File: config.mk
export PLATFORM = sky130hd
export DESIGN_NAME = mapping_req_arbiter_flat
export DESIGN_NICKNAME = d
export VERILOG_FILES = /design/src/rtl/mapping_req_arbiter_pkg.sv /design/src/rtl/mapping_req_arbiter_if.sv /design/src/rtl/mapping_req_arbiter_order_fifo.sv /design/src/rtl/mapping_req_arbiter.sv /design/src/flat_wrapper.sv
export SDC_FILE = /design/constraint.sdc
export NUM_CORES = 1
export LEC_CHECK = 0
export ABC_CLOCK_PERIOD_IN_PS = 3600
export BUFFER_PORTS_ARGS = -buffer_cell sky130_fd_sc_hd__buf_2
export CELL_PAD_IN_SITES_DETAIL_PLACEMENT = 1
export CELL_PAD_IN_SITES_GLOBAL_PLACEMENT = 2
export CORE_UTILIZATION = 18
export DETAILED_ROUTE_END_ITERATION = 8
export PLACE_DENSITY = 0.85
export SLEW_MARGIN = 20
export SYNTH_ARGS = -nofsm -noshare
export SYNTH_HDL_FRONTEND = slang
export SYNTH_SLANG_ARGS = --single-unit
File: constraint.sdc
create_clock -name sys_clk -period 3.6 [get_ports sys_clk]
set_input_delay 0.72 -clock sys_clk [delete_from_list [all_inputs] [get_ports sys_clk]]
set_output_delay 0.72 -clock sys_clk [all_outputs]
set_load 0.02 [all_outputs]
File: src/rtl/mapping_req_arbiter_pkg.sv
// Shared definitions for the mapping-core request arbiter: word width,
// request-type codes and the request record used on the core side.
package mapping_pkg;

   localparam int DATA_W = 73;

   localparam logic REQ_READ  = 1'b0;
   localparam logic REQ_WRITE = 1'b1;

   typedef struct packed {
      logic [DATA_W-1:0] data;
      logic              kind;
   } map_req_t;

endpackage

File: src/rtl/mapping_req_arbiter_if.sv
// Plain valid/ready stream used for every request and response channel
// around the mapping core.
interface mapping_req_arbiter_if
   import mapping_pkg::*;
#(
   parameter int W = DATA_W
) ();

   logic [W-1:0] tdata;
   logic         tvalid;
   logic         tready;

   modport master (output tdata, output tvalid, input tready);
   modport slave  (input tdata, input tvalid, output tready);

endinterface

File: src/rtl/mapping_req_arbiter_order_fifo.sv
// One-bit in-order FIFO recording the type of each issued request so the
// core's response stream can be steered back to the right channel.
module mapping_order_fifo #(
   parameter int DEPTH = 16
) (
   input  logic clk,
   input  logic rst,
   input  logic push,
   input  logic din,
   input  logic pop,
   output logic dout,
   output logic empty,
   output logic full
);

   localparam int AW = $clog2(DEPTH);

   logic [DEPTH-1:0] mem;
   logic [AW:0]      wr_ptr;
   logic [AW:0]      rd_ptr;

   // The extra pointer bit tells a full FIFO apart from an empty one.
   assign empty = (wr_ptr == rd_ptr);
   assign full  = (wr_ptr[AW-1:0] == rd_ptr[AW-1:0]) && (wr_ptr[AW] != rd_ptr[AW]);
   assign dout  = mem[rd_ptr[AW-1:0]];

   always_ff @(posedge clk) begin
      if (push) begin
         mem[wr_ptr[AW-1:0]] <= din;
      end
   end

   always_ff @(posedge clk) begin
      if (rst) begin
         wr_ptr <= '0;
         rd_ptr <= '0;
      end else begin
         if (push) begin
            wr_ptr <= wr_ptr + 1'b1;
         end
         if (pop) begin
            rd_ptr <= rd_ptr + 1'b1;
         end
      end
   end

endmodule

File: src/rtl/mapping_req_arbiter.sv
// Round-robin arbiter sharing the mapping core between read and write request
// streams, with a registered issue stage and in-order response steering.
module mapping_req_arbiter #(
   parameter int DATA_W          = mapping_pkg::DATA_W,
   parameter int MAX_OUTSTANDING = 16,
   parameter int CNT_W           = $clog2(MAX_OUTSTANDING) + 1
) (
   input  logic                   sys_clk,
   input  logic                   sys_rst,
   input  logic                   enable,
   mapping_req_arbiter_if.slave   in_read,
   mapping_req_arbiter_if.slave   in_write,
   mapping_req_arbiter_if.master  req,
   output logic                   req_tuser,
   mapping_req_arbiter_if.slave   rsp,
   mapping_req_arbiter_if.master  out_read,
   mapping_req_arbiter_if.master  out_write,
   output logic [CNT_W-1:0]       outstanding,
   output logic                   err_orphan_rsp
);

   import mapping_pkg::*;

   logic              slot_free;
   logic              can_issue;
   logic              grant;
   logic              rr_ptr;
   logic              read_take;
   logic              write_take;
   logic              accept;
   logic              rsp_ready;
   logic              rsp_fire;
   logic              fifo_head;
   logic              fifo_empty;
   logic              fifo_full;
   logic [DATA_W-1:0] req_data_q;
   logic              req_user_q;
   logic              req_valid_q;

   // Credit check uses the registered count, so a response only frees a slot
   // for acceptance in the following cycle.
   assign slot_free = !req_valid_q || req.tready;
   assign can_issue = !sys_rst && enable && slot_free && !fifo_full &&
                      (outstanding < CNT_W'(MAX_OUTSTANDING));

   always_comb begin
      grant = rr_ptr;
      if (in_read.tvalid && !in_write.tvalid) begin
         grant = REQ_READ;
      end else if (in_write.tvalid && !in_read.tvalid) begin
         grant = REQ_WRITE;
      end
   end

   assign read_take      = can_issue && in_read.tvalid  && (grant == REQ_READ);
   assign write_take     = can_issue && in_write.tvalid && (grant == REQ_WRITE);
   assign accept         = read_take || write_take;
   assign in_read.tready  = read_take;
   assign in_write.tready = write_take;

   assign req.tdata  = req_data_q;
   assign req.tvalid = req_valid_q;
   assign req_tuser  = req_user_q;

   always_ff @(posedge sys_clk) begin
      if (sys_rst) begin
         req_data_q  <= '0;
         req_user_q  <= REQ_READ;
         req_valid_q <= 1'b0;
         rr_ptr      <= REQ_READ;
      end else if (accept) begin
         req_data_q  <= (grant == REQ_WRITE) ? in_write.tdata : in_read.tdata;
         req_user_q  <= grant;
         req_valid_q <= 1'b1;
         rr_ptr      <= ~grant;
      end else if (req.tready) begin
         req_valid_q <= 1'b0;
      end
   end

   // Responses come back in issue order; the FIFO head names their owner.
   assign out_read.tdata   = rsp.tdata;
   assign out_write.tdata  = rsp.tdata;
   assign out_read.tvalid  = rsp.tvalid && !fifo_empty && (fifo_head == REQ_READ);
   assign out_write.tvalid = rsp.tvalid && !fifo_empty && (fifo_head == REQ_WRITE);
   assign rsp_ready = !fifo_empty &&
                      ((fifo_head == REQ_READ) ? out_read.tready : out_write.tready);
   assign rsp.tready = rsp_ready;
   assign rsp_fire   = rsp.tvalid && rsp_ready;

   always_ff @(posedge sys_clk) begin
      if (sys_rst) begin
         outstanding    <= '0;
         err_orphan_rsp <= 1'b0;
      end else begin
         if (accept && !rsp_fire) begin
            outstanding <= outstanding + CNT_W'(1);
         end else if (rsp_fire && !accept) begin
            outstanding <= outstanding - CNT_W'(1);
         end
         if (rsp.tvalid && fifo_empty) begin
            err_orphan_rsp <= 1'b1;
         end
      end
   end

   mapping_order_fifo #(
      .DEPTH (MAX_OUTSTANDING)
   ) order_fifo (
      .clk   (sys_clk),
      .rst   (sys_rst),
      .push  (accept),
      .din   (grant),
      .pop   (rsp_fire),
      .dout  (fifo_head),
      .empty (fifo_empty),
      .full  (fifo_full)
   );

endmodule

File: src/flat_wrapper.sv
// flat-port wrapper written by rule: the top's interface ports become plain ports
module mapping_req_arbiter_flat import mapping_pkg::*;
#(
   parameter int DATA_W          = mapping_pkg::DATA_W,
   parameter int MAX_OUTSTANDING = 16,
   parameter int CNT_W           = $clog2(MAX_OUTSTANDING) + 1
)
  (sys_clk, sys_rst, enable, req_tuser, outstanding, err_orphan_rsp, in_read_tdata, in_read_tvalid, in_read_tready, in_write_tdata, in_write_tvalid, in_write_tready, req_tdata, req_tvalid, req_tready, rsp_tdata, rsp_tvalid, rsp_tready, out_read_tdata, out_read_tvalid, out_read_tready, out_write_tdata, out_write_tvalid, out_write_tready);
  mapping_req_arbiter_if #(.W(DATA_W)) in_read_i ();
  mapping_req_arbiter_if #(.W(DATA_W)) in_write_i ();
  mapping_req_arbiter_if #(.W(DATA_W)) req_i ();
  mapping_req_arbiter_if #(.W(DATA_W)) rsp_i ();
  mapping_req_arbiter_if #(.W(DATA_W)) out_read_i ();
  mapping_req_arbiter_if #(.W(DATA_W)) out_write_i ();
  input  logic sys_clk;
  input  logic sys_rst;
  input  logic enable;
  output logic req_tuser;
  output logic [CNT_W-1:0] outstanding;
  output logic err_orphan_rsp;
  input wire logic [$bits(in_read_i.tdata)-1:0] in_read_tdata;
  input wire logic [$bits(in_read_i.tvalid)-1:0] in_read_tvalid;
  output wire logic [$bits(in_read_i.tready)-1:0] in_read_tready;
  input wire logic [$bits(in_write_i.tdata)-1:0] in_write_tdata;
  input wire logic [$bits(in_write_i.tvalid)-1:0] in_write_tvalid;
  output wire logic [$bits(in_write_i.tready)-1:0] in_write_tready;
  output wire logic [$bits(req_i.tdata)-1:0] req_tdata;
  output wire logic [$bits(req_i.tvalid)-1:0] req_tvalid;
  input wire logic [$bits(req_i.tready)-1:0] req_tready;
  input wire logic [$bits(rsp_i.tdata)-1:0] rsp_tdata;
  input wire logic [$bits(rsp_i.tvalid)-1:0] rsp_tvalid;
  output wire logic [$bits(rsp_i.tready)-1:0] rsp_tready;
  output wire logic [$bits(out_read_i.tdata)-1:0] out_read_tdata;
  output wire logic [$bits(out_read_i.tvalid)-1:0] out_read_tvalid;
  input wire logic [$bits(out_read_i.tready)-1:0] out_read_tready;
  output wire logic [$bits(out_write_i.tdata)-1:0] out_write_tdata;
  output wire logic [$bits(out_write_i.tvalid)-1:0] out_write_tvalid;
  input wire logic [$bits(out_write_i.tready)-1:0] out_write_tready;
  assign in_read_i.tdata = in_read_tdata;
  assign in_read_i.tvalid = in_read_tvalid;
  assign in_read_tready = in_read_i.tready;
  assign in_write_i.tdata = in_write_tdata;
  assign in_write_i.tvalid = in_write_tvalid;
  assign in_write_tready = in_write_i.tready;
  assign req_tdata = req_i.tdata;
  assign req_tvalid = req_i.tvalid;
  assign req_i.tready = req_tready;
  assign rsp_i.tdata = rsp_tdata;
  assign rsp_i.tvalid = rsp_tvalid;
  assign rsp_tready = rsp_i.tready;
  assign out_read_tdata = out_read_i.tdata;
  assign out_read_tvalid = out_read_i.tvalid;
  assign out_read_i.tready = out_read_tready;
  assign out_write_tdata = out_write_i.tdata;
  assign out_write_tvalid = out_write_i.tvalid;
  assign out_write_i.tready = out_write_tready;
  mapping_req_arbiter #(.DATA_W(DATA_W), .MAX_OUTSTANDING(MAX_OUTSTANDING), .CNT_W(CNT_W)) u_core (.sys_clk(sys_clk), .sys_rst(sys_rst), .enable(enable), .in_read(in_read_i), .in_write(in_write_i), .req(req_i), .req_tuser(req_tuser), .rsp(rsp_i), .out_read(out_read_i), .out_write(out_write_i), .outstanding(outstanding), .err_orphan_rsp(err_orphan_rsp));
endmodule
# Yosys cells after proc, flatten, opt, wreduce, memory -nomap -nowiden
# Cells that the tools add are included.
[word_totals]
register_bits = 108
inputBits = 228
out_inout_bits = 232
elab_cells = 67
[op_classes]
addsub = 4
n_lt_le_gt_ge = 4
eq_ne = 3
mux = 13
bitwise_logic = 2
n_reduce_logical = 32
[ops]
columns = ["op", "n"]
rows = [
  ["73-bit two-way mux", 1],
  ["1-bit logical AND", 20],
  ["16-bit bitwise mux", 1],
  ["5-bit by 1-bit adder with 5-bit output (second input constant)", 3],
  ["4-bit by 5-bit < comparator with 1-bit output (second input constant)", 2],
  ["5-bit two-way mux", 2],
  ["1-bit logical NOT", 8],
  ["1-bit two-way mux", 7],
  ["5-bit == test", 1],
  ["5-bit < comparator (second input constant)", 1],
  ["5-bit by 1-bit subtractor with 5-bit output (second input constant)", 1],
  ["1-bit binary-select mux with 4-bit select", 1],
  ["1-bit demux with 4-bit select", 1],
  ["4-bit == test", 1],
  ["4-bit by 1-bit >= comparator with 1-bit output (second input constant)", 1],
  ["2-bit nonzero test", 2],
  ["1-bit logical OR", 2],
  ["1-bit NOT", 2],
  ["1-bit inequality test", 1],
]

# Longest topological paths before layout
# Gate-level depths: netlist (run 1).
[logic_depth]
ltp_word = 12
ltp_mapped = 15
ltp_nobuf = 14

# Cells and area by module
# From an unflattened synthesis (run 1), not the netlist that was laid out.
[unflattened]
hier_cells = 638
area_unflattened_um2 = 6216.0
[by_module_without_submodules]
columns = ["mod", "instances", "cells_each", "area_per_inst_um2", "seq_area_each_um2"]
rows = [
  ["mapping_req_arbiter", 1, 535, 4943.5, 1641.6],
  ["mapping_order_fifo", 1, 103, 1272.5, 680.7],
]

# Worst setup path after synthesis (run 1)
# Ideal clock, no wire load.
[synth_timing]
kind = "register to register"
startpoint = "register u_core.order_fifo.rd_ptr[0]"
endpoint = "register u_core.outstanding[4]"
setup_ns = 0.128
t_arrival_ns = 3.201
slack_ns = 0.271
path_stages_with_launch = 16
period_less_slack_ns = 3.329
cell_sequence = "dfxtp_1 > buf_6 > mux4_1 > mux2i_1 > mux2_4 > mux2i_4 > inv_1 > ha_1 > inv_1 > ha_1 > nor2b_1 > o21a_1 > or3_1 > a21oi_1 > xnor2_1 > nor2_1"
[synth_via]
elab_chain_len = 11
word_cells_on_any_way = 23
[synth_rtl]
columns = ["element", "line", "rtl"]
rows = [
  ["from (decl)", "mapping_req_arbiter_order_fifo.sv:20", "logic [AW:0] rd_ptr;"],
  ["from (signal assigned)", "mapping_req_arbiter_order_fifo.sv:42", "rd_ptr <= rd_ptr + 1'b1;"],
  ["parallel branches: the longest is 11 deep, another holds 5-bit two-way mux", "n/a", ""],
  ["to (signal assigned)", "mapping_req_arbiter.sv:97", "outstanding <= outstanding + CNT_W'(1);"],
  ["to (signal assigned)", "mapping_req_arbiter.sv:99", "outstanding <= outstanding - CNT_W'(1);"],
  ["to (decl)", "mapping_req_arbiter.sv:18", "output logic [CNT_W-1:0] outstanding,"],
]
# Several ways; the timed one is not identified. The select of a mux whose other input is x is not followed.
# A chain may end at the register's enable or synchronous reset.

# Worst setup path after layout (run 1)
# Same ends and word-level chain as after synthesis.

==> reports/results.ini, run 1 <==
[routing]
drt_iter0_markers=391
firstDrtPassIters=6
route.detailed.drc=0
vias=4595
wl_per_cell_um=18.0
ant_nets=0
vias_per_cell=4.36
totalWireLength_um=18900

[pwr]
peakVddDrop_mv=0.235
finalPower_mw=2.94
p_per_area_nw_per_um2=460
p_leak_nw=2.83

[timing]
period_share_pct=94.2
setup-tns-final_ps=0
fmax_mhz=295
period_needed_ps=3390
fin_worst_skew_ps=11.9
worstMarginPinSlew_ps=976
hold_viol=0
rsz0062_at_grt=no
final-setup-viol-count=0
slew-limit-headroom_pct=34.9
whs_ps=516
slew_viol_final=0

[synthesis]
netlist_top_cells_area=dfxtp_1 (33%), buf_4 (20%), a222oi_1 (13%)
syn_inst=575
synth_nets=813
ys.flop_type=dfxtp_1
synth_top_area_cell=dfxtp_1
syn_area_um2=5580
synth_cell_types=40
yosysWarnings=0
async_flop_share_pct=0
syn_area_per_cell_um2=9.70
synth_seq_cells=108
synth_edf_count=16
synth_top_area_share_pct=33.0
seq_area_frac_synth_pct=41.7

[setup_path]
critPathBufInv=3
cp_slowest_cell=mux4_1
start_kind=flop
cp.arrival_ps=3650
end_kind=flop
path_depth=15
crit_family=multiplexers
path_max_fanout=4
crit_chain=buf_4 -> mux4_1 -> mux2i_1 -> mux2_4 -> mux2i_4 -> inv_1 -> ha_1 -> inv_1 -> ha_1 -> nor2b_1 -> o21a_1 -> or3_1 -> a21oi_2 -> xnor2_1 -> nor2_1
reg2regPathDepth=15
crit_required_ps=3860
critPathLaunch=u_core.order_fifo.rd_ptr[0]
worstSetupPathType=reg2reg
cp_slowest_stage_delay_ps=560
reg2reg_from=u_core.order_fifo.rd_ptr[0]

[floorplan]
die_w_um=178
fp.coreArea_um2=30500
dieArea_um2=31700
num_rows=64
design.portCount=460
initial_core_util_pct=18.3
fp.dieH_um=178

[global_route]
grt_max_degree=80
grt_pass1_wl_um=27000
antenna_found_initial=0
overflow=0
grt_pass1_vias=4626
grtUsageTotal_pct=11.6

[placement]
dpl-instance-area_um2=6100
globalplace.congestion=0.719
dpl.hpwl_um=14000
portBuffers=240

[run_status]
outcome=finished clean

[cts]
clk_path_buf_depth=2
cts_tree=built
clk_pin_slew_ps=80
h-tree-depth=3
clkSinkCount=108
cts_buffers=9
cts_root_buffer=clkbuf_16
clk_latency_ps=370
hold_buffers=0

[hold_path]
hp-class=reg2reg
min_from=u_core.req_tuser
min_path_cells=2

[job]
cap_violations=0

[layout]
postLayoutCellArea_um2=6400
finalNetCount=890
drive_above_1_share_pct=42.2
diodes=0
syn2layout_area_growth_pct=14.8

[state kept, by name (all words and copies together) (netlist names)]
| signal | flops |
|---|---|
| u_core.order_fifo.mem | 16 |
| u_core.outstanding | 5 |
| u_core.req.tvalid | 1 |
| u_core.err_orphan_rsp | 1 |
| u_core.req.tdata | 73 |
| u_core.req_tuser | 1 |
| u_core.order_fifo.wr_ptr | 5 |
| u_core.order_fifo.rd_ptr | 5 |
| u_core.rr_ptr | 1 |
[what timing repair did]
action                                  in CTS  in global routing
buffers inserted                             0                  0
gates resized for setup                      0                  1
endpoints found under the setup margin       0                  1
[stage by stage]
| stage | setup WS (ps) | instances | utilization (%) |
|---|---|---|---|
| 2_1_floorplan | 271 | 575 | - |
| 3_3_place_gp | 261 | 1037 | 20.0 |
| 3_5_place_dp | 193 | 1037 | 20.0 |
| 4_1_cts | 162 | 1053 | 21.0 |
| 5_1_grt | 4.95 | 1053 | 21.0 |
| 6_report | 208 | 1053 | 21.0 |
[layout by cell type, fill, tap and decap left out, types with 4 or more instances in the layout]
cell	Yosys	layout
a21oi_1	15	14
a222oi_1	73	73
buf_2	15	239
buf_4	150	12
clkbuf_16	0	10
dfxtp_1	92	92
edfxtp_1	16	16
ha_1	9	9
inv_1	10	10
mux2i_1	4	4
mux4_1	4	4
nand2_1	10	10
nor2_1	102	102
nor2b_1	4	4
nor3_1	6	6
xnor2_1	7	7
xor2_1	4	4
[metal layers]
metal / track usage, % / share of wire [%] / up-vias
li1: - / - / 2084
met3: 4.67 / 10 / 77
met1: 13.6 / 41 / 2208
met2: 16.8 / 44 / 226
met4: 8.69 / 5.2 / 0
met5: 0 / 0 / -
[worst paths after layout]
check	endpoint	slack, ps
hold reg to reg	u_core.req_tuser	520
setup / recovery	u_core.outstanding[4]	210
hold / removal	u_core.req_tuser	520
setup reg to reg	u_core.outstanding[4]	210
[cells in the mapped netlist (2+ instances only)]
library cell,instances
buf_4,150
nor2_1,102
dfxtp_1,92
a222oi_1,73
clkbuf_1,19
edfxtp_1,16
a21oi_1,15
buf_2,15
inv_1,10
nand2_1,10
ha_1,9
xnor2_1,7
nor3_1,6
mux2i_1,4
mux4_1,4
nor2b_1,4
xor2_1,4
buf_6,3
nand2b_1,3
nand3_1,3
o21ai_0,3
and3_1,2
nand4_1,2
o211ai_1,2
or3_1,2
[final cells by class]
class,instances,area (um2)
Fill cell,3613,24100
Sequential cell,108,2320
Multi-Input combinational cell,270,1920
Timing Repair Buffer,253,1330
Tap cell,396,495
Clock buffer,12,268
Inverter,10,37.5
Clock inverter,4,30.0
[kinds of logic after synthesis]
logic type	Yosys count	synth area share, %
multiplexers	11	3.48
adder cells (fa/ha/maj)	11	2.56
flip-flops	108	41.7
buffers and inverters	197	24.1
AND/OR/NAND/NOR	137	10.4
AO/OA/AOI/OAI	100	16.1
XOR/XNOR	11	1.73
[worst register-to-register path: stages, from the launching register on]
cell     delay (ps)
dfxtp_1         340
buf_4           130
mux4_1          560
mux2i_1         160
mux2_4          220
mux2i_4         230
inv_1            60
ha_1            200
inv_1           110
ha_1            260
nor2b_1         160
o21a_1          180
or3_1           320
a21oi_2         160
xnor2_1         130
nor2_1           60
[where the power goes]
part | leakage, nW | internal (mW) | total [mW] | switching [mW]
registers | 0.895 | 1.29 | 1.34 | 0.0445
logic | 1.79 | 0.239 | 0.568 | 0.329
clock network | 0.145 | 0.536 | 1.04 | 0.504
Power figures use the tool's default switching activity.
==> run 2, diff against run 1 <==
--- a/config.mk
+++ b/config.mk
@@ -5,13 +5,14 @@
 export SDC_FILE = /design/constraint.sdc
 export NUM_CORES = 1
 export LEC_CHECK = 0
-export ABC_CLOCK_PERIOD_IN_PS = 3600
+export ABC_CLOCK_PERIOD_IN_PS = 3400
 export BUFFER_PORTS_ARGS = -buffer_cell sky130_fd_sc_hd__buf_2
 export CELL_PAD_IN_SITES_DETAIL_PLACEMENT = 1
 export CELL_PAD_IN_SITES_GLOBAL_PLACEMENT = 2
-export CORE_UTILIZATION = 18
+export CORE_AREA = 2 2 181 183
 export DETAILED_ROUTE_END_ITERATION = 8
-export PLACE_DENSITY = 0.85
+export DIE_AREA = 0 0 183 185
+export PLACE_DENSITY = 0.8
 export SLEW_MARGIN = 20
 export SYNTH_ARGS = -nofsm -noshare
 export SYNTH_HDL_FRONTEND = slang
==> constraint.sdc (replaced) <==
create_clock -name sys_clk -period 3.4 [get_ports sys_clk]
set_input_delay 0.68 -clock sys_clk [delete_from_list [all_inputs] [get_ports sys_clk]]
set_output_delay 0.68 -clock sys_clk [all_outputs]
set_load 0.1 [all_outputs]
==> reports/results.ini, run 2 (synthesis results as in run 1) <==
[cts]
h-tree-depth=3
cts_tree=built
clk_path_buf_depth=2
cts_buffers=9
clk_latency_ps=380
hold_buffers=0
clk_pin_slew_ps=80
cts_root_buffer=clkbuf_16
clkSinkCount=108

[global_route]
grt_max_degree=94
grt_pass1_wl_um=27000
antenna_found_initial=1
grt_pass1_vias=4588
grtUsageTotal_pct=10.6
overflow=0

[placement]
dpl.hpwl_um=13500
portBuffers=240
dpl-instance-area_um2=6150
globalplace.congestion=0.700
place_inst=1049
place_ws_ps=-45.8

[routing]
vias=4516
wl_per_cell_um=17.1
totalWireLength_um=18200
route.detailed.drc=0
drt_iter0_markers=381
vias_per_cell=4.23
ant_nets=0
firstDrtPassIters=8

[hold_path]
hp-class=reg2reg

[floorplan]
num_rows=66
design.portCount=460
die_w_um=183
initial_core_util_pct=17.4
fp.coreArea_um2=32000
dieArea_um2=33900
fp.dieH_um=185

[run_status]
outcome=finished clean

[layout]
syn2layout_area_growth_pct=16.7
largest_reg_flops=73
regArea_um2=2330
diodes=0
multi_input_area_um2=1920
layout_commonest_cell=buf_2
drive_above_1_share_pct=43.1
n_fill_cell=3809
layout_common_cells=buf_2 (237), nor2_1 (102), dfxtp_1 (91)
postLayoutCellArea_um2=6510
finalNetCount=892
fin_cells=1067

[timing]
fin_worst_skew_ps=12.3
slew-limit-headroom_pct=34.3
period_share_pct=93.8
worstMarginPinSlew_ps=986
final-setup-viol-count=0
period_needed_ps=3190
hold_viol=0
fmax_mhz=314
whs_ps=477
worst_slack_ps=212
setup-tns-final_ps=0
rsz0062_at_grt=no
slew_viol_final=0

[setup_path]
cp.arrival_ps=3440
crit_path_frequent_cell=ha_1
crit_family=multiplexers
crit_chain=mux4_1 -> mux2i_1 -> mux2_4 -> mux2i_4 -> inv_1 -> ha_1 -> inv_2 -> ha_1 -> nor2b_1 -> o21a_1 -> or3_1 -> a21oi_2 -> xnor2_1 -> nor2_1
cp_slowest_cell=mux4_1
critPathBufInv=2
crit_required_ps=3650
cp_slowest_stage_delay_ps=580
end_kind=flop
path_max_fanout=5
worstSetupPathType=reg2reg
start_kind=flop

[pwr]
power_frac_seq_pct=39.0
p_leak_nw=2.86
p_per_area_nw_per_um2=558
pwr-share-comb_pct=28.5
pwr-share-clk_pct=32.5
cellInternalPower_mw=2.27
peakVddDrop_mv=0.251
p_sw_mw=1.36
p_sw_share_pct=37.4

[job]
cap_violations=0

[run 2: final timing paths]
check	start	endpoint	slack (ps)	cells after the start
worst max-delay path	u_core.order_fifo.rd_ptr[0]	u_core.outstanding[4]	210	14
worst min-delay path	u_core.err_orphan_rsp	u_core.err_orphan_rsp	480	2
worst max register to register	u_core.order_fifo.rd_ptr[0]	u_core.outstanding[4]	210	14
worst min register to register	u_core.err_orphan_rsp	u_core.err_orphan_rsp	480	2
[run 2: what timing repair did]
item	in CTS	in global routing
gates resized for setup	1	5
buffers inserted	0	1
setup endpoints to repair	1	1
pin swaps	0	0
[run 2: metal layers]
layer,share of wire (%),vias up,track usage [%],routed length (um)
met4,2.8,2,5.54,517
li1,-,2094,-,-
met1,39,2147,11.8,7140
met2,49,220,17.8,8980
met3,8.7,53,3.66,1590
met5,0.071,-,0,13
[run 2: power by group through the flow]
stage	Sequential (mW)	Clock [mW]	Combinational, mW
after floorplan	1.91	0	1.11
after global routing	1.43	1.28	1.10
after global placement	1.44	0	1.02
after CTS	1.42	1.23	1.04
final	1.42	1.18	1.03
after detailed placement	1.45	0	1.04
[run 2: per-stage QoR]
| step | power (mW) | utilization [%] |
|---|---|---|
| finish | 3.63 | 20.3 |
| floorplan | 3.02 | - |
| CTS | 3.69 | 20.2 |
| detailed placement | 2.49 | 19.2 |
| global route | 3.81 | 20.3 |
| global placement | 2.47 | 19.2 |
[run 2: final cells by class]
cell class / instances / share of cell area, %
flip-flops and latches: 108 / 35.7
multi-input cells: 270 / 29.4
repair buffers: 255 / 21.4
well taps: 408 / 7.85
clock buffers: 11 / 4.06
clock inverters: 5 / 0.942
inverters: 10 / 0.577
[run 2: worst reg2reg max path: stages (launching register included)]
cell and delay (ps):
dfxtp_4 400, mux4_1 580, mux2i_1 140, mux2_4 190
mux2i_4 220, inv_1 60, ha_1 220, inv_2 70
ha_1 230, nor2b_1 150, o21a_1 180, or3_1 320
a21oi_2 150, xnor2_1 120, nor2_1 50
